## src/rtl/seven_segment_cntrl_pkg.sv

```systemverilog
// rtl/seven_segment_cntrl_pkg.sv - shared seven-segment pattern constants
// Patterns are logical {a,b,c,d,e,f,g}, 1 = segment lit.
package seven_segment_cntrl_pkg;

    typedef logic [6:0] seg_t;

    localparam seg_t SEG_0       = 7'b1111110;
    localparam seg_t SEG_1       = 7'b0110000;
    localparam seg_t SEG_2       = 7'b1101101;
    localparam seg_t SEG_3       = 7'b1111001;
    localparam seg_t SEG_4       = 7'b0110011;
    localparam seg_t SEG_5       = 7'b1011011;
    localparam seg_t SEG_6       = 7'b1011111;
    localparam seg_t SEG_7       = 7'b1110000;
    localparam seg_t SEG_ALL_ON  = 7'b1111111;
    localparam seg_t SEG_ALL_OFF = 7'b0000000;

endpackage

```

## src/rtl/seven_segment_cntrl_seg7_decode.sv

```systemverilog
// rtl/seven_segment_cntrl_seg7_decode.sv - 3-bit digit to logical segment pattern
// Purely combinational; every code maps to a digit.
module seg7_decode
    import seven_segment_cntrl_pkg::*;
(
    input  logic [2:0] digit_i,
    output seg_t       pattern_o
);

    always_comb begin
        pattern_o = SEG_ALL_OFF;
        case (digit_i)
            3'd0: pattern_o = SEG_0;
            3'd1: pattern_o = SEG_1;
            3'd2: pattern_o = SEG_2;
            3'd3: pattern_o = SEG_3;
            3'd4: pattern_o = SEG_4;
            3'd5: pattern_o = SEG_5;
            3'd6: pattern_o = SEG_6;
            3'd7: pattern_o = SEG_7;
        endcase
    end

endmodule

```

## src/rtl/seven_segment_cntrl.sv

```systemverilog
// rtl/seven_segment_cntrl.sv - registered seven-segment driver with blank and lamp test
// Priority rst > lamp_test > blank > decode; one clock of latency, outputs straight from flops.
module seven_segment_cntrl
    import seven_segment_cntrl_pkg::*;
#(
    parameter bit ACTIVE_LOW = 1'b0
) (
    input  logic       clk,
    input  logic       rst,
    input  logic [2:0] inp,
    input  logic       blank,
    input  logic       lamp_test,
    output logic       seg_a,
    output logic       seg_b,
    output logic       seg_c,
    output logic       seg_d,
    output logic       seg_e,
    output logic       seg_f,
    output logic       seg_g
);

    localparam seg_t POL_MASK = {7{ACTIVE_LOW}};

    seg_t decoded;
    seg_t logical;
    seg_t seg_d_n;
    seg_t seg_q;

    seg7_decode u_decode (
        .digit_i   (inp),
        .pattern_o (decoded)
    );

    always_comb begin
        logical = decoded;
        if (lamp_test) begin
            logical = SEG_ALL_ON;
        end else if (blank) begin
            logical = SEG_ALL_OFF;
        end
        seg_d_n = logical ^ POL_MASK;
    end

    // Reset value is "dark" after polarity, so common-anode parts idle at all ones.
    always_ff @(posedge clk) begin
        if (rst) begin
            seg_q <= SEG_ALL_OFF ^ POL_MASK;
        end else begin
            seg_q <= seg_d_n;
        end
    end

    assign {seg_a, seg_b, seg_c, seg_d, seg_e, seg_f, seg_g} = seg_q;

endmodule

```

## config.mk

```make
export PLATFORM = sky130hd
export DESIGN_NAME = seven_segment_cntrl
export DESIGN_NICKNAME = d
export VERILOG_FILES = /design/src/rtl/seven_segment_cntrl_pkg.sv /design/src/rtl/seven_segment_cntrl_seg7_decode.sv /design/src/rtl/seven_segment_cntrl.sv
export SDC_FILE = /design/constraint.sdc
export NUM_CORES = 1
export LEC_CHECK = 0
export ABC_AREA = 1
export CORE_AREA = 2 2 39 41
export DETAILED_ROUTE_END_ITERATION = 8
export DIE_AREA = 0 0 41 43
export PLACE_DENSITY = 0.52
export SYNTH_ARGS = -nofsm -noshare
export SYNTH_HDL_FRONTEND = slang
export SYNTH_HIERARCHICAL = 1
export SYNTH_SLANG_ARGS = --single-unit
```

## constraint.sdc

```tcl
create_clock -name clk -period 2.09 [get_ports clk]
set_clock_uncertainty 0.1 [all_clocks]
set_input_delay 0.3135 -clock clk [delete_from_list [all_inputs] [get_ports clk]]
set_output_delay 0.3135 -clock clk [all_outputs]
set_load 0.005 [all_outputs]
```

==> results.md, run 1 <==
- Commonest non-fill, non-tap cell in the layout: nand2_1
- Congestion Overflow GR: 0
- Gr usage total: 0.0804
- Slew HR: 0.847
- Die height: 43 um
- RSZ-0062 raised after global routing: no
- DR WL/cell: 7.05 um
- CTS sink cnt: 7
- Ports: 14
- Yosys warning count: 6
- I/O Buffers: 13
- Area delta synth->final: 49.0%
- Multi-input logic area: 186 sq um
- Num CTS Buffers: 3
- CP max FO: 5
- Gates resized, CTS repair: 0
- DP HPWL: about 470 um
- Drt total wl: 571 um
- Nets: between 70 and 80
- Final setup vio count: 0
- Outcome: completed
- Initial Utilization: 0.260
- Leak pwr: 0.271 nW
- Sequential element share of the synthesized area: 0.389
- Least-Margin Pin Slew: roughly 0.23 ns
- Worst setup startpoint: inp[1]
- Largest net degree at the start of global routing: 8
- Final hold violations: 0
- First-pass GRT wire length: 917 um
- TritonCTS clock tree: built
- DR pass1 iterations: 1
- # diodes: 0
- DP Cell Count: 77
- Nature of the critical path endpoint: flip-flop
- Setup TNS: 0 ns
- Top cells by area, synth: dfxtp_1 (39%), ha_1 (21%), nand2_1 (18%)
- Die X: 41 um
- Top Registers: seg_q (7)
- Yosys top cell by area: dfxtp_1
- Max Root-Sink Buffers: 2
- Layout cells sized above 1: 0.108
- Max FFs per register: 7
- Pwr Density: 611 nW/um^2
- Worst Path Arrival: 1.48 ns
- Core Region: 1380 sq um
- Hold Startpoint: blank
- DRC Markers: 0
- Most frequent cells in the layout: nand2_1 (17), clkdlybuf4s50_1 (13), inv_1 (7), a21oi_1 (7), dfxtp_1 (7)
- Placement Rows: 14
- Period minus WS final: 1.45 ns
- Die ar.: roughly 1800 sq um
- Distinct cells, synth: 7
- Total of max-cap violations: 0
- FMAX: 689 MHz
- Post-CTS Setup Inserts: 0
- Clk slew on worst S/H paths: 0.05 ns
- Detail Route Antenna Nets: 0
- Root buffer cell: clkbuf_4
- Register area: 140 sq um
- DR iter-0 viols: 0
- Via count: 302
- H-tree depth: 1
- GP Congestion: approximately 0.67
- Post-synth top area share: 0.389
- Avg Cell Area, Syn: 7.51 sq um
- Synth Register Bits: 7
- Netlist Area Pre-Place: 360 sq um
- Crit Path Class: in -> reg
- Period Utilization, post-route: 0.694
- Post-CTS Hold Fix Bufs: 0
- Syn Inst Count: 48
- Min-delay worst type: in -> reg
- Initial antenna violation count: 0
- Critical path endpoint: seg_q[3]$_SDFF_PP0_
- Critical path data required time: between 2 and 2.5 ns
- Syn Nets: 61
- Biggest register: seg_q
- Vias in the first global route: 250
- CP startpoint kind: input pin
- Fin cells: 81
- # fillers: 165
- VDD IR max: 0.118 mV
- Slew Limit Fails: 0
- Via density: 3.73
## per-stage QoR
step / worst slack, ns / area (sq um) / hold WS (ns) / util / power, W
after floorplan: 1.01 / 360 / 0.283 / - / 0.000176
after global placement: 0.373 / 510 / 0.911 / 0.369 / 0.000213
after detailed placement: 0.367 / 510 / 0.911 / 0.369 / 0.000213
after CTS: 0.628 / 537 / 0.652 / 0.388 / 0.000334
after global routing: 0.517 / 537 / 0.664 / 0.388 / 0.000349
final: 0.639 / 537 / 0.655 / 0.388 / 0.000328
## synth_stat cells, drive strengths merged
library cell and number:
dfxtp 7, inv 9, ha 6, nand2 19, a21oi 7
## power by group
group | switching (W) | internal, W | leakage [nW] | total, W
clock network | 0.0000461 | 0.0000726 | 0.0150 | 0.000119
logic | 0.0000279 | 0.0000364 | 0.198 | 0.0000643
registers | 0.00000192 | 0.000143 | 0.0587 | 0.000145
total | 0.0000759 | 0.000252 | 0.271 | 0.000328
## worst min path at each step
stage,to,slack [ns],cells past startpoint
3_3_place_gp,seg_q[4]$_SDFF_PP0_,0.91,4
5_1_grt,seg_q[2]$_SDFF_PP0_,0.66,2
4_1_cts,seg_q[1]$_SDFF_PP0_,0.65,4
2_1_floorplan,seg_q[0]$_SDFF_PP0_,0.28,1
3_5_place_dp,seg_q[4]$_SDFF_PP0_,0.91,2
6_report,seg_q[1]$_SDFF_PP0_,0.65,4
## cell type report
type                       count  share of cell area
clock buffer                   4              0.0490
tap                           16              0.0373
multi-input combinational     32               0.347
sequential                     7               0.261
timing repair buffer          13               0.242
inverter                       9              0.0629
## per-layer routing
| layer | track usage | share of wire |
|---|---|---|
| met5 | 0 | 0 |
| met4 | 0.100 | 0 |
| met3 | 0.0209 | 0.12 |
| met2 | 0.113 | 0.45 |
| met1 | 0.0806 | 0.43 |
## critical path, stage by stage
cell	delay (ns)
clkdlybuf4s50_1	0.54
inv_1	0.10
ha_1	0.28
nand2_1	0.08
nand2_1	0.05
nand2_1	0.06
a21oi_1	0.05
## kinds of logic after synthesis
logic type / after synthesis / synth area share
buf+inv: 9 / 0.0938
simple gates: 19 / 0.212
compound gates: 7 / 0.0972
flops: 7 / 0.389
fa+ha+maj: 6 / 0.208
Note: power is estimated with default switching activity, not from simulation.
==> run 2: changes to the inputs <==
PLACE_DENSITY = 0.54   (was 0.52)
clock period = 1.3 ns   (was 2.09 ns; I/O delays follow)
==> results.md, run 2 (same netlist as run 1, synthesis figures left out) <==
- Die ar.: 1760 sq um (unchanged)
- Nature of the critical path endpoint: flip-flop
- Switching pwr: 0.000130 W (+71%)
- Top Registers: seg_q (7)
- Total of max-cap violations: 0 (unchanged)
- Leak pwr: 0.312 nW (+15%)
- Via count: 339 (+12%)
- Outcome: completed
- # diodes: 0 (unchanged)
- Pre-CTS setup slack: -0.227 ns (-0.595 ns)
- P_int: 0.000401 W (+59%)
- RSZ-0062 raised after global routing: yes
- Fin cells: 84 (+3.7%)
- Nets: 82 (+3.8%)
- CP startpoint kind: input pin
- Congestion Overflow GR: 0 (unchanged)
- Post-CTS Hold Fix Bufs: 0 (unchanged)
- CTS sink cnt: 7 (unchanged)
- Commonest non-fill, non-tap cell in the layout: nand2_1
- DR iter-0 viols: 6 (+6)
- Largest net degree at the start of global routing: 8 (unchanged)
- Slew HR: 0.832 (-0.0153)
- Worst setup margin: 0.0735 ns (-0.565 ns)
- VDD IR max: 0.194 mV (+63%)
- Vias in the first global route: 265 (+6.0%)
- Die X: 41 um (unchanged)
- Slew Limit Fails: 0 (unchanged)
- DRC Markers: 0 (unchanged)
- Most frequent cells in the layout: nand2_1 (17), dlygate4sd2_1 (7), dfxtp_1 (7)
- Gates resized, CTS repair: 7 (+7)
- Num CTS Buffers: 3 (unchanged)
- Setup TNS: 0 ns (unchanged)
- Gr usage total: 0.0863 (+0.00594)
- Switching Share: 0.245 (+0.0136)
- Logic pwr share: 0.192 (-0.004)
- Period minus WS final: 1.23 ns
- Critical path data required time: 1.34 ns (-0.78 ns)
- GP Congestion: 0.678 (+1.5%)
- Core Region: 1380 sq um (unchanged)
- I/O Buffers: 13 (unchanged)
- Pwr Density: 954 nW/um^2 (+56%)
- Detail Route Antenna Nets: 0 (unchanged)
- Total power: 0.000531 W (+62%)
- First-pass GRT wire length: 959 um (+4.6%)
- Final Util: 0.402 (+0.0145)
- Post-CTS Setup Inserts: 0 (unchanged)
- DP HPWL: 508 um (+8.8%)
- Max Root-Sink Buffers: 2 (unchanged)
- Layout cells sized above 1: 0.176 (+0.0688)
- Drt total wl: 624 um (+9.3%)
- DP Cell Count: 80 (+3.9%)
- DR WL/cell: 7.43 um (+5.4%)
- Initial Utilization: 0.260 (unchanged)
- H-tree depth: 1 (unchanged)
- DR pass1 iterations: 4 (+3)
- Ports: 14 (unchanged)
- Root buffer cell: clkbuf_4
- FMAX: slightly above 800 MHz
- Die height: 43 um (unchanged)
- Placement Rows: 14 (unchanged)
- Crit Path Class: in -> reg
- TritonCTS clock tree: built
- Max FFs per register: 7 (unchanged)
- Final hold violations: 0 (unchanged)
- Worst Path Arrival: 1.27 ns (-0.21 ns)
- Final setup vio count: 0 (unchanged)
- Via density: 4.04 (+8.2%)
- Min-delay worst type: in -> reg
- Clk slew on worst S/H paths: 0.05 ns (about the same)
- Period Utilization, post-route: 0.943
- Least-Margin Pin Slew: 0.251 ns (+0.0229 ns)
- CP max FO: 3 (-2)
- Biggest register: seg_q
- Area delta synth->final: 54.5%
- Initial antenna violation count: 0 (unchanged)
- Register share of total power: 0.439 (-0.003)
- Clock power share: 0.370 (+0.008)
run 2: cell types whose count changed in the layout (fill, tap and decap cells not counted), sizes merged:
cell | before | now
buf | 0 | 3
clkdlybuf4s50 | 13 | 5
dlygate4sd2 | 0 | 7
dlymetal6s2s | 0 | 1
run 2: per-stage QoR:
step | area, sq um | hold WS, ns
finish | 557 | 0.417
global route | 557 | 0.489
CTS | 551 | 0.534
detailed placement | 533 | 0.798
global placement | 533 | 0.795
floorplan | 360 | 0.164
run 2: final cells by class:
cell class / instances / area (sq um)
Inverter: 9 / 33.8
Sequential cell: 7 / 140
Tap cell: 16 / 20.0
Timing Repair Buffer: 16 / 146
Fill cell: 158 / 827
Clock buffer: 4 / 26.3
Multi-Input combinational cell: 32 / 190
run 2: worst paths after layout:
check | startpoint | to | slack [ns] | cells after the start
max | inp[1] | seg_q[3]$_SDFF_PP0_ | 0.07 | 7
min | inp[0] | seg_q[5]$_SDFF_PP0_ | 0.42 | 6
run 2: layer usage:
metal	part of all wire	track usage	wire length [um]	vias to the layer above
li1	-	-	-	184
met1	0.40	0.0836	250	132
met2	0.42	0.122	265	20
met3	0.12	0.0157	75	3
met4	0.053	0.120	33	0
met5	0	0	0	-
run 2: power by group through the flow:
stage	Combinational (W)	Clock (W)	Sequential (W)
3_3_place_gp	0.000112	0	0.000238
2_1_floorplan	0.0000423	0	0.000241
5_1_grt	0.000118	0.000206	0.000234
4_1_cts	0.000102	0.000203	0.000233
3_5_place_dp	0.000112	0	0.000238
6_report	0.000102	0.000196	0.000233
run 2: worst max-delay path, cell delays in order:
cell,delay [ns]
clkdlybuf4s50_1,0.47
inv_1,0.07
ha_1,0.27
nand2_1,0.08
nand2_1,0.06
nand2_1,0.07
a21oi_2,0.05
==> run 3: changes to the inputs <==
GPL_TIMING_DRIVEN = 0   (was not set)
==> results.md, run 3 (same netlist as run 1, synthesis figures left out) <==
- Outcome: completed
- Critical path data required time: 1.00 ns (-0.34 ns)
- Max FFs per register: 7 (unchanged)
- I/O Buffers: 13 (unchanged)
- Critical path's slowest cell: dfxtp_1
- DR pass1 iterations: 4 (unchanged)
- Crit Path Class: reg -> out
- Layout cells sized above 1: 0.123 (-0.0534)
- Nets: 79 (-3.7%)
- Total of max-cap violations: 0 (unchanged)
- # diodes: 0 (unchanged)
- GP Congestion: 0.646 (-4.6%)
- Worst Path Arrival: 0.79 ns (-0.48 ns)
- Total power: 0.000520 W (-2.1%)
- Core Region: 1380 sq um (unchanged)
- Initial Utilization: 0.260 (unchanged)
- Die height: 43 um (unchanged)
- Die ar.: 1760 sq um (unchanged)
- Via count: 312 (-8.0%)
- Period Utilization, post-route: 0.837 (-0.107)
- Hold Startpoint: inp[1]
- Hold Path End: seg_q[0]$_SDFF_PP0_
- Root buffer cell: clkbuf_4
- Period minus WS final: 1.09 ns (-0.139 ns)
- Area delta synth->final: 46.9%
- Top Registers: seg_q (7)
- Nature of the critical path endpoint: primary output
- Commonest non-fill, non-tap cell in the layout: nand2_1
- VDD IR max: 0.203 mV (+5.1%)
- Critical-path cell list: dlygate4sd2_1
- CP peak stage delay: 0.29 ns (-0.18 ns)
- Min-delay worst type: in -> reg
- TritonCTS clock tree: built
- Pre-CTS setup slack: -0.303 ns (-0.0755 ns)
- Most frequent cells in the layout: nand2_1 (17), dlygate4sd2_1 (8), a21oi_1 (7), dfxtp_1 (7)
- Pwr Density: 983 nW/um^2 (+3.0%)
- Congestion Overflow GR: 0 (unchanged)
- DRC Markers: 0 (unchanged)
- P_int: 0.000394 W (-1.8%)
- Leak pwr: 0.299 nW (-4.2%)
- DR WL/cell: 7.16 um (-3.6%)
- CTS sink cnt: 7 (unchanged)
- CP startpoint kind: flip-flop
- Max Root-Sink Buffers: 2 (unchanged)
- Final hold violations: 0 (unchanged)
- CP max FO: 1 (-2)
- Gr usage total: 0.0813 (-0.00502)
- DP HPWL: 474 um (-6.7%)
- Placement Rows: 14 (unchanged)
- H-tree depth: 1 (unchanged)
- Die X: 41 um (unchanged)
- Switching pwr: 0.000126 W (-2.8%)
- Drt total wl: 580 um (-7.1%)
- Logic pwr share: 0.177 (-0.015)
- RSZ-0062 raised after global routing: no
- Clk slew on worst S/H paths: 0.05 ns (about the same)
- Setup TNS: 0 ns (unchanged)
- Post-CTS Hold Fix Bufs: 0 (unchanged)
- Via density: 3.85 (-4.6%)
- Least-Margin Pin Slew: 0.238 ns (-0.0127 ns)
- Ports: 14 (unchanged)
- DR iter-0 viols: 4 (-2)
- FMAX: 919 MHz (+13%)
- Largest net degree at the start of global routing: 8 (unchanged)
- WHS Path Cells: 5 (-1)
- Slew HR: 0.841 (+0.00850)
- Switching Share: 0.243 (-0.00191)
- Register share of total power: 0.448 (+0.009)
- Num CTS Buffers: 3 (unchanged)
- Vias in the first global route: 251 (-5.3%)
- CP delay by family, top: flip-flops
- Detail Route Antenna Nets: 0 (unchanged)
- Slew Limit Fails: 0 (unchanged)
- First-pass GRT wire length: 897 um (-6.5%)
- Initial antenna violation count: 0 (unchanged)
- Clock power share: 0.375 (+0.005)
- Biggest register: seg_q
- Final setup vio count: 0 (unchanged)
- Worst setup margin: 0.212 ns (+0.139 ns)
- CP bufs+invs: 1 (-1)
-- run 3: changes by cell type in the layout (fill, tap and decap cells not counted), sizes merged --
cell           delta
buf               -3
clkdlybuf4s50     -1
dlygate4sd2       +1
-- run 3: worst max-delay path by stage --
stage,from,to,slack (ns),depth (start not counted)
3_5_place_dp,inp[1],seg_q[3]$_SDFF_PP0_,-0.30,7
6_report,seg_q[4]$_SDFF_PP0_,seg_c,0.21,1
3_3_place_gp,inp[1],seg_q[3]$_SDFF_PP0_,-0.29,7
5_1_grt,inp[1],seg_q[3]$_SDFF_PP0_,0.09,7
4_1_cts,inp[0],seg_q[3]$_SDFF_PP0_,0.009,7
2_1_floorplan,inp[0],seg_q[3]$_SDFF_PP0_,0.34,6
-- run 3: through the flow --
| step | std cells | instance area (sq um) | hold slack, ns | utilization |
|---|---|---|---|---|
| 2_1_floorplan | 48 | 360 | 0.164 | - |
| 3_3_place_gp | 77 | 510 | 0.796 | 0.369 |
| 3_5_place_dp | 77 | 510 | 0.789 | 0.369 |
| 4_1_cts | 81 | 527 | 0.402 | 0.381 |
| 5_1_grt | 81 | 529 | 0.453 | 0.382 |
| 6_report | 81 | 529 | 0.402 | 0.382 |
-- run 3: routing by layer --
| metal | track usage | wire length, um | vias to the layer above |
|---|---|---|---|
| met5 | 0 | 0 | - |
| met4 | 0.120 | 36 | 0 |
| met3 | 0.0157 | 68 | 3 |
| met2 | 0.106 | 223 | 16 |
| met1 | 0.0836 | 252 | 116 |
| li1 | - | - | 177 |
-- run 3: timing repair --
item / CTS / global route
buffers inserted: 0 / 0
endpoints found under the setup margin: 8 / 3
resized for setup: 9 / 1
-- run 3: final cells by class --
cell class | count | area, sq um
clock buffer | 4 | 26.3
fill | 158 | 855
inverter | 9 | 33.8
multi-input combinational | 32 | 186
sequential | 7 | 140
tap | 16 | 20.0
timing repair buffer | 13 | 123
-- run 3: power groups by stage --
stage	sequential [W]	clock, W	combinational (W)
floorplan	0.000241	0	0.0000423
global placement	0.000238	0	0.000104
detailed placement	0.000238	0	0.000104
CTS	0.000233	0.000203	0.0000938
global route	0.000234	0.000206	0.000108
finish	0.000233	0.000195	0.0000921
==> patch: new RTL, flow settings as in run 3 <==
Set the parameter `ACTIVE_LOW` to 1'b1 (it was 1'b0).
--- a/src/rtl/seven_segment_cntrl.sv
+++ b/src/rtl/seven_segment_cntrl.sv
@@ -3,7 +3,7 @@
 module seven_segment_cntrl
     import seven_segment_cntrl_pkg::*;
 #(
-    parameter bit ACTIVE_LOW = 1'b0
+    parameter bit ACTIVE_LOW = 1'b1
 ) (
     input  logic       clk,
     input  logic       rst,
Function: changed (a bounded check fails within 4 cycles, from zero or initial values and one cycle with rst high).
==> patch against run 3 <==
- non-clock buffer count unchanged
- power is 0.85% higher
- wire length is 3.6% higher
- sequential cell count unchanged
- sequential power about the same
- core utilization up 1.5 points
- hold slack better by 23 ps
- final area rose by 4.0%
- die area is the same
- setup slack got worse by 1.2 ps
- synthesized area increased by 5.9%
- critical endpoint is now seg_q[3]
==> patch: results (changes against run 3) <==
Mapped Nets=69 (+13%); final std cells w/o fill=89 (+9.9%); Setup Fix Bufs, Post-CTS=0 (unchanged); Post-synth ARST share=0 (unchanged); number of global-route vias before repair=268 (+6.8%); # H-tree levels=1 (unchanged); Iter 0 DRT Violations=6 (+2); pin count of the biggest net entering global routing=8 (unchanged); unique cell type count in the Yosys netlist=6 (-1); CTS Buf Count=3 (unchanged); Synth area leaders=dfxtp_1, nand2_1, ha_1; initial antenna violation count=0 (unchanged); Crit Path Max Fanout=5 (+4); outcome=finished clean; Post-synth top flop=dfxtp_1; worst rel slew slack=0.874 (+0.0336); nets@finish=87 (+10%); Buffers on Ports=13 (unchanged); DP Cell Count=85 (+10%); sequential-to-total area share from yosys stat=0.367 (-0.0217); Pleak=0.000316 uW (+5.8%); launch point of the worst path=inp[1]; layout cells sized above 1=0.123 (+0.000211); crit path max-delay cell type=dlygate4sd2_1; Total Routing Usage GR=0.0873 (+0.00594); biggest regs=seg_q x7; Fin. Hold Viols=0 (unchanged); Hold Path Class=input pin to register; DPL Wire Length=486 um (+2.5%); gp weighted congestion=0.644 (-0.29%); drt pass-1 iters=4 (unchanged); number of inserted diodes=0 (unchanged); worst slack, placed=-332 ps (-28.9 ps); warnings from Yosys=6 (unchanged); hold_sp=inp[1]; DR vias/cell=3.79 (-1.7%); CP peak stage delay=280 ps; CTS Buffer Depth=2 (unchanged); first-pass GRT wire length=972 um (+8.4%); Wirelength per Cell=6.75 um (-5.7%); crit-path most repeated cell=nand2_1; Clk Tree Root Cell=clkbuf_4; syn_area_per_cell=6.81 sq um (-9.2%); sw frac=0.246 (+0.00276); Max rail drop VDD=0.218 mV (+7.4%); Critical Path AT=1130 ps (+340 ps); clock-pin slew on the worst setup and hold paths=50 ps (about the same); synth cell count leaders=nand2_1, dfxtp_1, inv_1
==> patch: kinds of logic (layout without fill, tap and decap cells) <==
| kind of cell | count (synthesis) | count (layout) | synth area share |
|---|---|---|---|
| flops | 7 | 7 | 0.367 |
| fa+ha+maj | 6 | 6 | 0.197 |
| buf+inv | 10 | 27 | 0.0984 |
| simple gates | 33 | 33 | 0.338 |
==> patch: per-stage QoR <==
stage,area (sq um),TNS [ps],total power [uW],utilization
2_1_floorplan,382,0,290,-
3_3_place_gp,532,-1460,348,0.384
3_5_place_dp,532,-1490,348,0.384
4_1_cts,548,0,535,0.396
5_1_grt,551,0,559,0.398
6_report,551,0,525,0.398
==> patch: final timing paths <==
| check | to | slack [ps] | depth (start not counted) |
|---|---|---|---|
| worst max-delay path | seg_q[3] | 210 | 8 |
| worst min-delay path | seg_q[0] | 420 | 6 |
==> patch: layout make-up <==
type / count / area [sq um]
clock buffer: 4 / 26.3
tap: 16 / 20.0
inverter: 10 / 37.5
fill: 162 / 833
sequential: 7 / 140
timing repair buffer: 13 / 123
multi-input combinational: 39 / 204
==> patch: repair_timing <==
item	in CTS	in global routing
setup endpoints to repair	10	3
gates resized for setup	9	1
hold endpoints to repair	0	0
==> patch: power by group through the flow <==
stage | sequential, uW | combinational (uW) | clock, uW
2_1_floorplan | 241 | 48.8 | 0
3_3_place_gp | 238 | 110 | 0
3_5_place_dp | 238 | 110 | 0
4_1_cts | 233 | 99.9 | 202
5_1_grt | 234 | 117 | 208
6_report | 233 | 97.8 | 194
==> patch: routing by layer <==
layer | part of all wire | GRT usage | vias up
met5 | 0 | 0 | -
met4 | 0.052 | 0.120 | 0
met3 | 0.12 | 0.0157 | 3
met2 | 0.40 | 0.119 | 18
met1 | 0.43 | 0.0897 | 123
li1 | - | - | 193
==> patch: worst max-delay path: cells and delay by family <==
kind                     cells  cell delay, ps
buffers and inverters        2             380
adder cells (fa/ha/maj)      1             280
AND/OR/NAND/NOR              5             270
